`src/rtl/adjacency_store_if.sv`:
```
// Write/read request and response bundle for adjacency_store.
// master drives requests, slave (the store) returns ready and responses.
interface adjacency_store_if #(
  parameter int READ_PORTS  = 2,
  parameter int INDEX_WIDTH = 3,
  parameter int VALUE_WIDTH = 16
);
  logic                              wr_valid;
  logic [INDEX_WIDTH-1:0]            wr_from;
  logic [INDEX_WIDTH-1:0]            wr_to;
  logic [VALUE_WIDTH-1:0]            wr_data;
  logic                              wr_ready;
  logic                              wr_err;
  logic [READ_PORTS-1:0]             rd_valid;
  logic [READ_PORTS*INDEX_WIDTH-1:0] rd_from;
  logic [READ_PORTS*INDEX_WIDTH-1:0] rd_to;
  logic                              rd_ready;
  logic [READ_PORTS-1:0]             rd_resp_valid;
  logic [READ_PORTS*VALUE_WIDTH-1:0] rd_data;
  logic [READ_PORTS-1:0]             rd_err;

  modport master (
    output wr_valid, wr_from, wr_to, wr_data,
    output rd_valid, rd_from, rd_to,
    input  wr_ready, wr_err,
    input  rd_ready, rd_resp_valid, rd_data, rd_err
  );

  modport slave (
    input  wr_valid, wr_from, wr_to, wr_data,
    input  rd_valid, rd_from, rd_to,
    output wr_ready, wr_err,
    output rd_ready, rd_resp_valid, rd_data, rd_err
  );
endinterface

```
`src/rtl/adjacency_store.sv`:
```
// Weighted adjacency matrix with row-sweep init/clear,
// one write port and READ_PORTS registered read ports.
module adjacency_store #(
  parameter int MAX_NODES   = 8,
  parameter int INDEX_WIDTH = 3,
  parameter int VALUE_WIDTH = 16,
  parameter int READ_PORTS  = 2,
  parameter int SYMMETRIC   = 0
) (
  input  logic clock,
  input  logic reset_n,
  input  logic clear_req,
  output logic busy,
  adjacency_store_if.slave bus
);

  localparam int CW = (MAX_NODES > 1) ? $clog2(MAX_NODES) : 1;
  localparam int IW = INDEX_WIDTH;
  localparam int VW = VALUE_WIDTH;
  localparam int RP = READ_PORTS;
  localparam logic [VW-1:0] INF = '1;
  localparam logic [IW:0] N_L = (IW+1)'(MAX_NODES);
  localparam logic [CW-1:0] LAST_ROW = CW'(MAX_NODES - 1);

  typedef enum logic [1:0] {
    INIT,
    IDLE,
    CLEAR
  } state_t;

  state_t         state_q, state_d;
  logic [CW-1:0]  row_q, row_d;
  logic           sweep;
  logic           ready;

  logic [VW-1:0]  mat [MAX_NODES][MAX_NODES];

  function automatic logic in_range(input logic [IW-1:0] i);
    return {1'b0, i} < N_L;
  endfunction

  always_ff @(posedge clock or negedge reset_n) begin
    if (!reset_n) begin
      state_q <= INIT;
      row_q   <= '0;
    end else begin
      state_q <= state_d;
      row_q   <= row_d;
    end
  end

  always_comb begin
    state_d = state_q;
    row_d   = row_q;
    unique case (state_q)
      INIT, CLEAR: begin
        if (row_q == LAST_ROW) begin
          state_d = IDLE;
          row_d   = '0;
        end else begin
          row_d = row_q + 1'b1;
        end
      end
      IDLE: begin
        if (clear_req) begin
          state_d = CLEAR;
          row_d   = '0;
        end
      end
      default: begin
        state_d = INIT;
        row_d   = '0;
      end
    endcase
  end

  assign sweep = (state_q == INIT) || (state_q == CLEAR);
  assign busy  = sweep;
  assign ready = (state_q == IDLE) && !clear_req;
  assign bus.wr_ready = ready;
  assign bus.rd_ready = ready;

  logic          wr_go;
  logic          wr_bad;
  logic [CW-1:0] wf, wt;

  assign wr_go  = bus.wr_valid && ready;
  assign wr_bad = !in_range(bus.wr_from) || !in_range(bus.wr_to)
                  || (bus.wr_from == bus.wr_to);
  assign wf = bus.wr_from[CW-1:0];
  assign wt = bus.wr_to[CW-1:0];

  // Storage has no reset; INIT defines it before any access.
  always_ff @(posedge clock) begin
    if (sweep) begin
      for (int c = 0; c < MAX_NODES; c++) begin
        mat[row_q][CW'(c)] <= (CW'(c) == row_q) ? '0 : INF;
      end
    end else if (wr_go && !wr_bad) begin
      mat[wf][wt] <= bus.wr_data;
      if (SYMMETRIC != 0) begin
        mat[wt][wf] <= bus.wr_data;
      end
    end
  end

  always_ff @(posedge clock or negedge reset_n) begin
    if (!reset_n) begin
      bus.wr_err <= 1'b0;
    end else begin
      bus.wr_err <= wr_go && wr_bad;
    end
  end

  logic [IW-1:0] rf [RP];
  logic [IW-1:0] rt [RP];
  logic [VW-1:0] rword [RP];
  logic [RP-1:0] rbad;

  always_comb begin
    for (int k = 0; k < RP; k++) begin
      rf[k]    = bus.rd_from[k*IW +: IW];
      rt[k]    = bus.rd_to[k*IW +: IW];
      rbad[k]  = !in_range(rf[k]) || !in_range(rt[k]);
      rword[k] = rbad[k] ? INF
                         : mat[rf[k][CW-1:0]][rt[k][CW-1:0]];
    end
  end

  logic [RP-1:0]    rvalid_q;
  logic [RP-1:0]    rerr_q;
  logic [RP*VW-1:0] rdata_q;

  // Data holds between responses; valid/err pulse for one cycle.
  always_ff @(posedge clock or negedge reset_n) begin
    if (!reset_n) begin
      rvalid_q <= '0;
      rerr_q   <= '0;
      rdata_q  <= '0;
    end else begin
      for (int k = 0; k < RP; k++) begin
        if (bus.rd_valid[k] && ready) begin
          rvalid_q[k]          <= 1'b1;
          rerr_q[k]            <= rbad[k];
          rdata_q[k*VW +: VW]  <= rword[k];
        end else begin
          rvalid_q[k] <= 1'b0;
          rerr_q[k]   <= 1'b0;
        end
      end
    end
  end

  assign bus.rd_resp_valid = rvalid_q;
  assign bus.rd_err        = rerr_q;
  assign bus.rd_data       = rdata_q;

endmodule

```
`src/flat_wrapper.sv`:
```
// flat-port wrapper written by rule: the top's interface ports become plain ports
module adjacency_store_flat 
#(
  parameter int MAX_NODES   = 8,
  parameter int INDEX_WIDTH = 3,
  parameter int VALUE_WIDTH = 16,
  parameter int READ_PORTS  = 2,
  parameter int SYMMETRIC   = 0
)
  (clock, reset_n, clear_req, busy, bus_wr_valid, bus_wr_from, bus_wr_to, bus_wr_data, bus_rd_valid, bus_rd_from, bus_rd_to, bus_wr_ready, bus_wr_err, bus_rd_ready, bus_rd_resp_valid, bus_rd_data, bus_rd_err);
  adjacency_store_if #(.READ_PORTS(READ_PORTS), .INDEX_WIDTH(INDEX_WIDTH), .VALUE_WIDTH(VALUE_WIDTH)) bus_i ();
  input  logic clock;
  input  logic reset_n;
  input  logic clear_req;
  output logic busy;
  input wire logic [$bits(bus_i.wr_valid)-1:0] bus_wr_valid;
  input wire logic [$bits(bus_i.wr_from)-1:0] bus_wr_from;
  input wire logic [$bits(bus_i.wr_to)-1:0] bus_wr_to;
  input wire logic [$bits(bus_i.wr_data)-1:0] bus_wr_data;
  input wire logic [$bits(bus_i.rd_valid)-1:0] bus_rd_valid;
  input wire logic [$bits(bus_i.rd_from)-1:0] bus_rd_from;
  input wire logic [$bits(bus_i.rd_to)-1:0] bus_rd_to;
  output wire logic [$bits(bus_i.wr_ready)-1:0] bus_wr_ready;
  output wire logic [$bits(bus_i.wr_err)-1:0] bus_wr_err;
  output wire logic [$bits(bus_i.rd_ready)-1:0] bus_rd_ready;
  output wire logic [$bits(bus_i.rd_resp_valid)-1:0] bus_rd_resp_valid;
  output wire logic [$bits(bus_i.rd_data)-1:0] bus_rd_data;
  output wire logic [$bits(bus_i.rd_err)-1:0] bus_rd_err;
  assign bus_i.wr_valid = bus_wr_valid;
  assign bus_i.wr_from = bus_wr_from;
  assign bus_i.wr_to = bus_wr_to;
  assign bus_i.wr_data = bus_wr_data;
  assign bus_i.rd_valid = bus_rd_valid;
  assign bus_i.rd_from = bus_rd_from;
  assign bus_i.rd_to = bus_rd_to;
  assign bus_wr_ready = bus_i.wr_ready;
  assign bus_wr_err = bus_i.wr_err;
  assign bus_rd_ready = bus_i.rd_ready;
  assign bus_rd_resp_valid = bus_i.rd_resp_valid;
  assign bus_rd_data = bus_i.rd_data;
  assign bus_rd_err = bus_i.rd_err;
  adjacency_store #(.MAX_NODES(MAX_NODES), .INDEX_WIDTH(INDEX_WIDTH), .VALUE_WIDTH(VALUE_WIDTH), .READ_PORTS(READ_PORTS), .SYMMETRIC(SYMMETRIC)) u_core (.clock(clock), .reset_n(reset_n), .clear_req(clear_req), .busy(busy), .bus(bus_i));
endmodule
```
`config.mk`:
```
export PLATFORM = sky130hd
export DESIGN_NAME = adjacency_store_flat
export DESIGN_NICKNAME = d
export VERILOG_FILES = /design/src/rtl/adjacency_store_if.sv /design/src/rtl/adjacency_store.sv /design/src/flat_wrapper.sv
export SDC_FILE = /design/constraint.sdc
export NUM_CORES = 1
export LEC_CHECK = 0
export CORE_MARGIN = 4
export CORE_UTILIZATION = 49
export CTS_BUF_LIST = sky130_fd_sc_hd__clkbuf_4
export CTS_CLUSTER_DIAMETER = 60
export DETAILED_ROUTE_END_ITERATION = 10
export REMOVE_ABC_BUFFERS = 1
export SYNTH_ARGS = -nofsm -noshare
export SYNTH_HDL_FRONTEND = slang
export SYNTH_SLANG_ARGS = --single-unit
```
`constraint.sdc`:
```
create_clock -name clock -period 3.23 [get_ports clock]
set_input_delay 0.646 -clock clock [delete_from_list [all_inputs] [get_ports clock]]
set_output_delay 0.646 -clock clock [all_outputs]
set_load 0.01 [all_outputs]
```
==> impl_metrics.tcl, run 1 <==
set metrics [dict create \
    clock-sinks 1064 \
    syn-cell-area_um2 49420 \
    clock_skew_ns 0.1011 \
    crit_path_frequent_cell "buf_4" \
    critPathRequiredTime_ns 4.04 \
    port_buffers 77 \
    placed_cells 4481 \
    cp_data_arrival_time_ns 3.92 \
    power.density_nw_per_um2 699.5 \
    ir_drop_mv 0.4943 \
    drv_slew 0 \
    reg2regPathDepth 9 \
    grt_pass1_wl_um 245000 \
    insertion_delay_ns 1.19 \
    area_growth_syn_to_layout_pct 20.68 \
    cpPeakStageDelay_ns 0.48 \
    synth.most_common_cell "edfxtp_1" \
    setup-tns-final_ns 0 \
    grt_use_total_pct 33.07 \
    synthFlopType "edfxtp_1" \
    critPathTopFamily "simple AND/OR/NAND/NOR gates" \
    cts_buffer_depth 4 \
    cts_tree "built" \
    worst_pin_slew_ns 1.436 \
    rsz0062_at_grt "no" \
    layout_min_cycle_time_ns 3.112 \
    leakage_uw 0.02043 \
    routed_wl_um 176800 \
    final_nets 3535 \
    fin_crit_sh_pct 96.33 \
    route.detailed.wl_per_inst_um 35.40 \
    start_util_pct 49.35 \
    ant_nets 0 \
    die_h_um 325.6 \
    drtIter0Drc 4348 \
    cp_num_buf_inv 4 \
    worstPathCellList "nand4bb_2, a31oi_4, buf_4, and2_1, buf_4, nand2_1, buf_12, nor2_2, buf_4" \
    post-dp-hpwl_um 126000 \
    via_per_inst 6.587 \
    startpoint_type "register" \
    seq_area_frac_synth_pct 64.25 \
    place_area_um2 55920 \
    synth-async-reset-ratio_pct 3.759 \
    ys_warn_count 0 \
    synth_edf_count 1024 \
    overflow 0 \
    synthDistinctLibCells 51 \
    endpoint_kind "register" \
    relSlewSlack_pct 3.901 \
    path_max_fanout 8 \
    die_area_um2 106000 \
    cts_root_buf "clkbuf_4" \
    drt_first_pass_iters 6 \
    synth_seq_cells 1064 \
    drive_gt1_share_pct 38.73 \
    stdcell_count 4995 \
    clk_pin_slew_worst_paths_ns 0.06 \
    htree_levels 5 \
    placeableCoreArea_um2 100100 \
    first_global_vias 33220 \
    ios 80 \
    synth.area.top_cells "edfxtp_1 62%, mux4_2 15%, mux2i_1 4.6%, mux2_2 3.7%, a22oi_1 2.2%" \
    numCtsBuffers 299 \
    crit_cells 9 \
    utilization_pct 59.55 \
    syn_inst 2864 \
    route.vias.total 32900 \
    fmax_mhz 321.4 \
    antenna_found_initial 9 \
    synth_largest_area_cell "edfxtp_1" \
    fillers 7553 \
    status "finished clean" \
    critPathKind "register to register" \
    stdcell_area_um2 59640 \
    grt_start_max_net_pins 79 \
    setup_violations 0 \
    postSynthAreaPerCell_um2 17.25 \
    drv_cap 0 \
    ys_top_cells_by_count "1,024 x edfxtp_1, 321 x mux4_2, 228 x mux2i_1, 163 x mux2_2" \
    cpMaxStageDelayCell "nand4bb_2" \
    num_rows 116 \
    hold_viol 0 \
    drcViolationCount 0 \
    netlist.area_leader.share_pct 62.22 \
    gp_congestion 1.038 \
    dieWidth_um 325.6 \
    hold_class "primary input to async pin" \
]
==> flip-flops by register name, summed over array words and instances (netlist names) <==
signal	flops
u_core.state_q	2
u_core.bus.rd_data	32
u_core.bus.wr_err	1
u_core.bus.rd_resp_valid	2
u_core.row_q	3
u_core.mat	1024
==> per-stage QoR <==
step / power [uW] / setup WS [ns] / hold WS, ns
finish: 41720 / 0.1185 / 0.2101
floorplan: 23730 / -0.1162 / 0.3504
CTS: 41740 / 0.09363 / 0.1056
detailed placement: 29740 / -1.068 / 0.5222
global placement: 29410 / -1.086 / 0.5059
global route: 43220 / 0.03667 / 0.1942
==> worst reg2reg max path: stages, from the launching register on <==
cell and delay [ns]:
dfrtp_2 0.46, nand4bb_2 0.49, a31oi_4 0.48, buf_4 0.24, and2_1 0.18, buf_4 0.13, nand2_1 0.08, buf_12 0.17
nor2_2 0.27, buf_4 0.25
==> layout make-up <==
| type | count | area [um2] | area share, % |
|---|---|---|---|
| Inverter | 22 | 85.08 | 0.1427 |
| Tap cell | 1298 | 1624 | 2.723 |
| Clock buffer | 428 | 3213 | 5.388 |
| Clock inverter | 74 | 395.4 | 0.6630 |
| Antenna cell | 7 | 17.52 | 0.02937 |
| Sequential cell | 1064 | 31750 | 53.24 |
| Timing Repair Buffer | 481 | 5480 | 9.189 |
| Multi-Input combinational cell | 1621 | 17070 | 28.62 |
==> repair_timing <==
action                                 4_1_cts  5_1_grt
hold buffers                                 1        0
setup buffers                                4        0
endpoints found under the hold margin       40        0
setup endpoints to repair                  158        0
resized for setup                           11        0
==> worst paths after layout <==
kind	start	end	slack (ns)
worst min-delay path	reset_n	u_core.bus.rd_data[3]	0.21
worst max-delay path	u_core.state_q[1]	u_core.mat[1][33]	0.12
worst min register to register	u_core.bus.rd_data[30]	u_core.bus.rd_data[30]	0.54
worst max register to register	u_core.state_q[1]	u_core.mat[1][33]	0.12
max in group asynchronous	reset_n	u_core.state_q[0]	2.19
min in group clock	clear_req	u_core.state_q[1]	0.22
==> kinds of logic (layout without fill, tap and decap cells) <==
| logic type | count (synthesis) | count (layout) | share of synthesized area, % |
|---|---|---|---|
| compound gates | 394 | 394 | 5.732 |
| flops | 1064 | 1064 | 64.25 |
| mux | 712 | 712 | 22.96 |
| buf+inv | 244 | 1005 | 2.220 |
| fa+ha+maj | 6 | 6 | 0.1519 |
| simple gates | 440 | 440 | 4.623 |
| other cells | 1 | 73 | 0.007588 |
| xor+xnor | 3 | 3 | 0.05318 |
==> cell usage in the layout, fill, tap and decap left out, drive strengths merged, types with 3 or more instances in the layout <==
master and n:
a21oi 3, or2 5, diode 7, dfrtp 40, a211oi 30, nor2 104, clkdlybuf4s50 66, conb 66
or4 15, mux2i 228, nor2b 36, nor4 16, clkbuf 428, a22o 16, mux2 163, and2 4
a221o 32, nand4 33, edfxtp 1024, mux4 321, xnor2 3, nand2b 6, clkinv 66, nor4b 16
inv 25, bufinv 4, o22ai 144, buf 412, or3 33, a21o 4, nand3 52, a22oi 144
o21ai 18, nand2 105, ha 6
==> per-layer routing <==
layer / part of all wire, % / vias to the layer above / track usage [%]
met5: 0.012 / - / 0
met4: 7.4 / 4 / 21.47
met3: 10 / 427 / 8.282
met2: 46 / 2244 / 50.68
met1: 36 / 16870 / 42.29
li1: - / 13360 / -
==> power by group <==
| part | internal (uW) | switching (uW) |
|---|---|---|
| sequential | 18600 | 1180 |
| clock | 6370 | 5590 |
| combinational | 3890 | 6090 |
No activity file was read; power rests on OpenSTA's default activity.
==> inputs of run 2 (changes only) <==
--- a/config.mk
+++ b/config.mk
@@ -6,10 +6,11 @@
 export NUM_CORES = 1
 export LEC_CHECK = 0
 export CORE_MARGIN = 4
-export CORE_UTILIZATION = 49
+export CORE_UTILIZATION = 42
 export CTS_BUF_LIST = sky130_fd_sc_hd__clkbuf_4
 export CTS_CLUSTER_DIAMETER = 60
 export DETAILED_ROUTE_END_ITERATION = 10
+export GPL_ROUTABILITY_DRIVEN = 0
 export REMOVE_ABC_BUFFERS = 1
 export SYNTH_ARGS = -nofsm -noshare
 export SYNTH_HDL_FRONTEND = slang
==> run 2 against run 1 <==
Sequential power is essentially flat. Via count is 1.3% higher. Clock power hardly changed. Combinational power is essentially flat. First-iteration DRC count increased by 6.5%. Count of clock-buffer cells in the layout decreased by 7. Maximum frequency is 3.5% higher. Clock skew fell by 0.00052 ns. Register-to-register slack improved by 0.30 ns. Largest cell class unchanged. Highest routed layer unchanged.
==> impl_metrics.tcl, run 2 (synthesis gave the netlist of run 1 again) <==
set metrics [dict create \
    final_cell_mix "1,024 x edfxtp_1, 421 x clkbuf_4, 321 x mux4_2" \
    grt_use_total_pct 27.30 \
    stdcell_count 5207 \
    min_from "bus_wr_valid" \
    ios 80 \
    final_common_cell "edfxtp_1" \
    dieWidth_um 351.0 \
    routed_wl_um 169500 \
    setup-tns-final_ns 0 \
    cts_tree "built" \
    hold_viol 0 \
    route.detailed.wl_per_inst_um 32.56 \
    route.vias.total 33330 \
    htree_levels 5 \
    wl_met2_um 79120 \
    grt_start_max_net_pins 56 \
    area_growth_syn_to_layout_pct 20.50 \
    start_util_pct 42.41 \
    critPathTopFamily "buffers and inverters" \
    die_area_um2 123200 \
    startpoint_type "register" \
    drv_slew 0 \
    drcViolationCount 0 \
    holdPathEnd "u_core.bus.wr_err" \
    first_global_vias 33470 \
    drtIter0Drc 4630 \
    placed_cells 4704 \
    grt_pass1_wl_um 239700 \
    numCtsBuffers 298 \
    worst_pin_slew_ns 1.208 \
    place_ws_ns -0.1399 \
    leakage_uw 0.02030 \
    fillers 9591 \
    path_max_fanout 2 \
    seqCellArea_um2 31750 \
    drt_first_pass_iters 6 \
    setup_violations 0 \
    via_per_inst 6.401 \
    total_power_uw 41600 \
    die_h_um 351.0 \
    cpMaxStageDelayCell "clkdlybuf4s50_1" \
    drive_gt1_share_pct 38.62 \
    ff2ff_setup_slack_ns 0.42 \
    critPathKind "register to output port" \
    top_layer "met5" \
    stdcell_area_um2 59550 \
    fin_crit_sh_pct 93.09 \
    overflow 0 \
    insertion_delay_ns 1.16 \
    rr_endpoint "u_core.mat[4][70]" \
    clock_skew_ns 0.1006 \
    cts_buffer_depth 4 \
    clock-sinks 1064 \
    multi_input_area_um2 17030 \
    largest-register "u_core.mat" \
    largest_reg_flops 1024 \
    finalWorstSetupSlack_ns 0.2232 \
    post-dp-hpwl_um 119400 \
    endpoint_kind "output port" \
    status "finished clean" \
    m1WireLength_um 64360 \
    hold_class "primary input to register" \
    fmax_mhz 332.6 \
    antenna_found_initial 13 \
    r2r_start "u_core.state_q[0]" \
    drv_cap 0 \
    placeableCoreArea_um2 116500 \
    cpPeakStageDelay_ns 0.62 \
    cp_num_buf_inv 1 \
    power.density_nw_per_um2 698.5 \
    clk_pin_slew_worst_paths_ns 0.08 \
    worstHoldPathCells 3 \
    rsz0062_at_grt "no" \
    wl_met3_um 19830 \
    ant_nets 0 \
    worstPathCellList "clkdlybuf4s50_1" \
    cts_root_buf "clkbuf_4" \
    final_nets 3530 \
    layout_min_cycle_time_ns 3.007 \
    cp_data_arrival_time_ns 2.36 \
    reg2regPathDepth 9 \
    critPathRequiredTime_ns 2.58 \
    port_buffers 77 \
    place_area_um2 56000 \
    relSlewSlack_pct 19.13 \
    ir_drop_mv 0.4442 \
    num_rows 125 \
]
==> run 2: repair_timing <==
| item | 4_1_cts | 5_1_grt |
|---|---|---|
| buffers inserted | 3 | 0 |
| hold buffers | 1 | 0 |
| resized for setup | 7 | 0 |
| endpoints found under the hold margin | 29 | 0 |
| endpoints found under the setup margin | 3 | 0 |
==> run 2: cell type report <==
class                   instances  area share (%)
multi-input cells            1621           28.59
inverters                      22          0.1471
clock inverters                69          0.5547
repair buffers                477           8.837
well taps                    1524           3.202
clock buffers                 421           5.307
diodes                          9         0.03782
flip-flops and latches       1064           53.32
==> run 2: per-layer routing <==
| metal | vias to the layer above | global-route usage [%] |
|---|---|---|
| li1 | 13350 | - |
| met1 | 17150 | 37.29 |
| met2 | 2487 | 42.73 |
| met3 | 347 | 6.394 |
| met4 | 2 | 10.51 |
| met5 | - | 0 |
==> run 2: worst max-delay path by stage <==
stage / startpoint / end / slack (ns) / cells past startpoint
floorplan: clear_req / u_core.mat[2][64] / -0.12 / 5
global placement: bus_rd_from[4] / u_core.bus.rd_data[29] / -0.11 / 7
detailed placement: bus_rd_from[4] / u_core.bus.rd_data[29] / -0.14 / 7
CTS: u_core.bus.rd_data[20] / bus_rd_data[20] / 0.16 / 1
global route: u_core.bus.rd_data[20] / bus_rd_data[20] / 0.16 / 1
finish: u_core.bus.rd_data[20] / bus_rd_data[20] / 0.22 / 1
==> run 2: through the flow <==
stage / utilization [%] / hold WS (ns)
floorplan: - / 0.3504
global placement: 48.06 / 0.5569
detailed placement: 48.06 / 0.5884
CTS: 51.09 / 0.07457
global route: 51.10 / 0.1341
finish: 51.11 / 0.2042
==> run 2: power breakdown <==
group | leakage, uW | total (uW) | switching [uW] | internal, uW
logic | 0.00853 | 10000 | 5980 | 4070
registers | 0.00966 | 19900 | 1270 | 18600
clock network | 0.00212 | 11700 | 5570 | 6120
total | 0.0203 | 41600 | 12800 | 28800
==> inputs of run 3 (changes only) <==
--- a/config.mk
+++ b/config.mk
@@ -11,6 +11,7 @@
 export CTS_CLUSTER_DIAMETER = 60
 export DETAILED_ROUTE_END_ITERATION = 10
 export GPL_ROUTABILITY_DRIVEN = 0
+export PLACE_DENSITY = 0.58
 export REMOVE_ABC_BUFFERS = 1
 export SYNTH_ARGS = -nofsm -noshare
 export SYNTH_HDL_FRONTEND = slang
==> run 3 against run 2 <==
Total power decreased by 0.43%. Cell count decreased by 0.27%. Maximum frequency decreased by 3.1%. Count of clock-buffer cells in the layout increased by 7. Core utilization about the same. Largest power group unchanged. Worst setup slack got worse by 0.097 ns. Largest cell class unchanged. Clock power about the same. Via count decreased by 0.72%. Non-clock buffer count decreased by 20. Worst hold slack got worse by 0.035 ns. Clock skew increased by 0.0084 ns. Critical path type unchanged. First-iteration DRC count increased by 5.4%.
==> impl_metrics.tcl, run 3 (synthesis gave the netlist of run 1 again) <==
set metrics [dict create \
    ir_drop_mv 0.4737 \
    drv_cap 0 \
    met1_usage_pct 37.52 \
    final_common_cell "edfxtp_1" \
    route.detailed.wl_per_inst_um 33.38 \
    die_area_um2 123200 \
    power.density_nw_per_um2 695.3 \
    routed_wl_um 173400 \
    hold_ws_ns 0.1693 \
    relSlewSlack_pct 3.179 \
    busiest_layer "met2" \
    num_rows 125 \
    largest_reg_flops 1024 \
    antenna_found_initial 6 \
    grt_use_total_pct 28.18 \
    via_per_inst 6.372 \
    endpoint_kind "output port" \
    cts_buffer_depth 4 \
    stdcell_area_um2 59560 \
    fin_crit_sh_pct 96.09 \
    first_global_vias 33180 \
    area_growth_syn_to_layout_pct 20.53 \
    port_buffers 77 \
    critPathKind "register to output port" \
    use_met2_pct 43.96 \
    place_area_um2 56000 \
    ant_nets 0 \
    drcViolationCount 0 \
    leakage_uw 0.02023 \
    drtIter0Drc 4878 \
    startpoint "u_core.state_q[0]" \
    post-dp-hpwl_um 125100 \
    r2r_start "u_core.state_q[1]" \
    final_cell_mix "1,024 x edfxtp_1, 428 x clkbuf_4, 321 x mux4_2" \
    worst_pin_slew_ns 1.446 \
    fmax_mhz 322.2 \
    gr-usage-met3_pct 7.472 \
    cts_tree "built" \
    grt_pass1_wl_um 245000 \
    placeableCoreArea_um2 116500 \
    grt_start_max_net_pins 63 \
    clk_pin_slew_worst_paths_ns 0.07 \
    clock_skew_ns 0.1090 \
    route.vias.total 33090 \
    hold_class "primary input to async pin" \
    die_h_um 351.0 \
    fillers 9573 \
    dieWidth_um 351.0 \
    total_power_uw 41410 \
    cp_data_arrival_time_ns 2.46 \
    utilization_pct 51.12 \
    status "finished clean" \
    insertion_delay_ns 1.26 \
    setup-tns-final_ns 0 \
    rr_endpoint "u_core.mat[7][127]" \
    critPathRequiredTime_ns 2.58 \
    clock-sinks 1064 \
    htree_levels 5 \
    cts_root_buf "clkbuf_4" \
    numCtsBuffers 301 \
    startpoint_type "register" \
    crit_path_end "bus_wr_ready" \
    reg2regPathDepth 11 \
    drive_gt1_share_pct 38.19 \
    final_nets 3513 \
    path_max_fanout 7 \
    largest-register "u_core.mat" \
    setup_violations 0 \
    ff2ff_setup_slack_ns 0.38 \
    overflow 0 \
    ios 80 \
    layout_min_cycle_time_ns 3.104 \
    hold_viol 0 \
    drv_slew 0 \
    drt_first_pass_iters 6 \
    start_util_pct 42.41 \
]
-- run 3: changes by cell type in the layout (fill, tap and decap cells not counted), sizes merged --
| cell | delta |
|---|---|
| buf | -20 |
| bufinv | -2 |
| clkinv | +9 |
| clkbuf | +7 |
| diode | -3 |
| inv | -5 |
-- run 3: how the worst min path moves through the flow --
| stage | from | to | slack (ns) | cells after the start |
|---|---|---|---|---|
| floorplan | reset_n | u_core.bus.rd_data[0] | 0.35 | 0 |
| global placement | u_core.bus.rd_data[13] | u_core.bus.rd_data[13] | 0.55 | 1 |
| detailed placement | u_core.bus.rd_data[4] | u_core.bus.rd_data[4] | 0.56 | 1 |
| CTS | reset_n | u_core.bus.rd_data[26] | 0.07 | 2 |
| global route | reset_n | u_core.bus.rd_data[20] | 0.11 | 2 |
| finish | reset_n | u_core.bus.rd_data[26] | 0.17 | 2 |
-- run 3: what timing repair did --
action                                 CTS  global route
hold buffers                             1             0
resized for setup                        9             0
setup endpoints to repair                6             0
buffers inserted                         5             0
endpoints found under the hold margin   32             0
-- run 3: metrics by stage --
step                instances  setup slack [ns]
floorplan                2707           -0.1162
global placement         4682           -0.3618
detailed placement       4682           -0.3376
CTS                      5187           0.02520
global route             5193          -0.01706
finish                   5193            0.1264
-- run 3: power by group --
| part | total (uW) | internal (uW) | switching, uW | leakage, uW |
|---|---|---|---|---|
| clock network | 11700 | 6050 | 5620 | 0.00211 |
| logic | 9860 | 3970 | 5890 | 0.00848 |
| registers | 19900 | 18600 | 1290 | 0.00965 |
-- run 3: worst max-delay path, stage by stage, from the launching register on --
cell           delay (ns)
dfrtp_2              0.43
inv_4                0.18
nor3_4               0.06
buf_6                0.14
buf_4                0.16
dlygate4sd2_1        0.29
-- run 3: final cells by class --
class                      count  area (um2)  area share [%]
tap                         1524        1907           3.201
sequential                  1064       31760           53.32
inverter                      22       85.08          0.1428
timing repair buffer         457        5288           8.877
antenna                        6       15.01         0.02521
clock inverter                71       275.3          0.4621
clock buffer                 428        3213           5.394
multi-input combinational   1621       17020           28.58
-- run 3: routing by layer --
metal	share of wire (%)	wire length [um]
met5	0.014	25
met4	4.4	7644
met3	11	18230
met2	47	80730
met1	38	66730
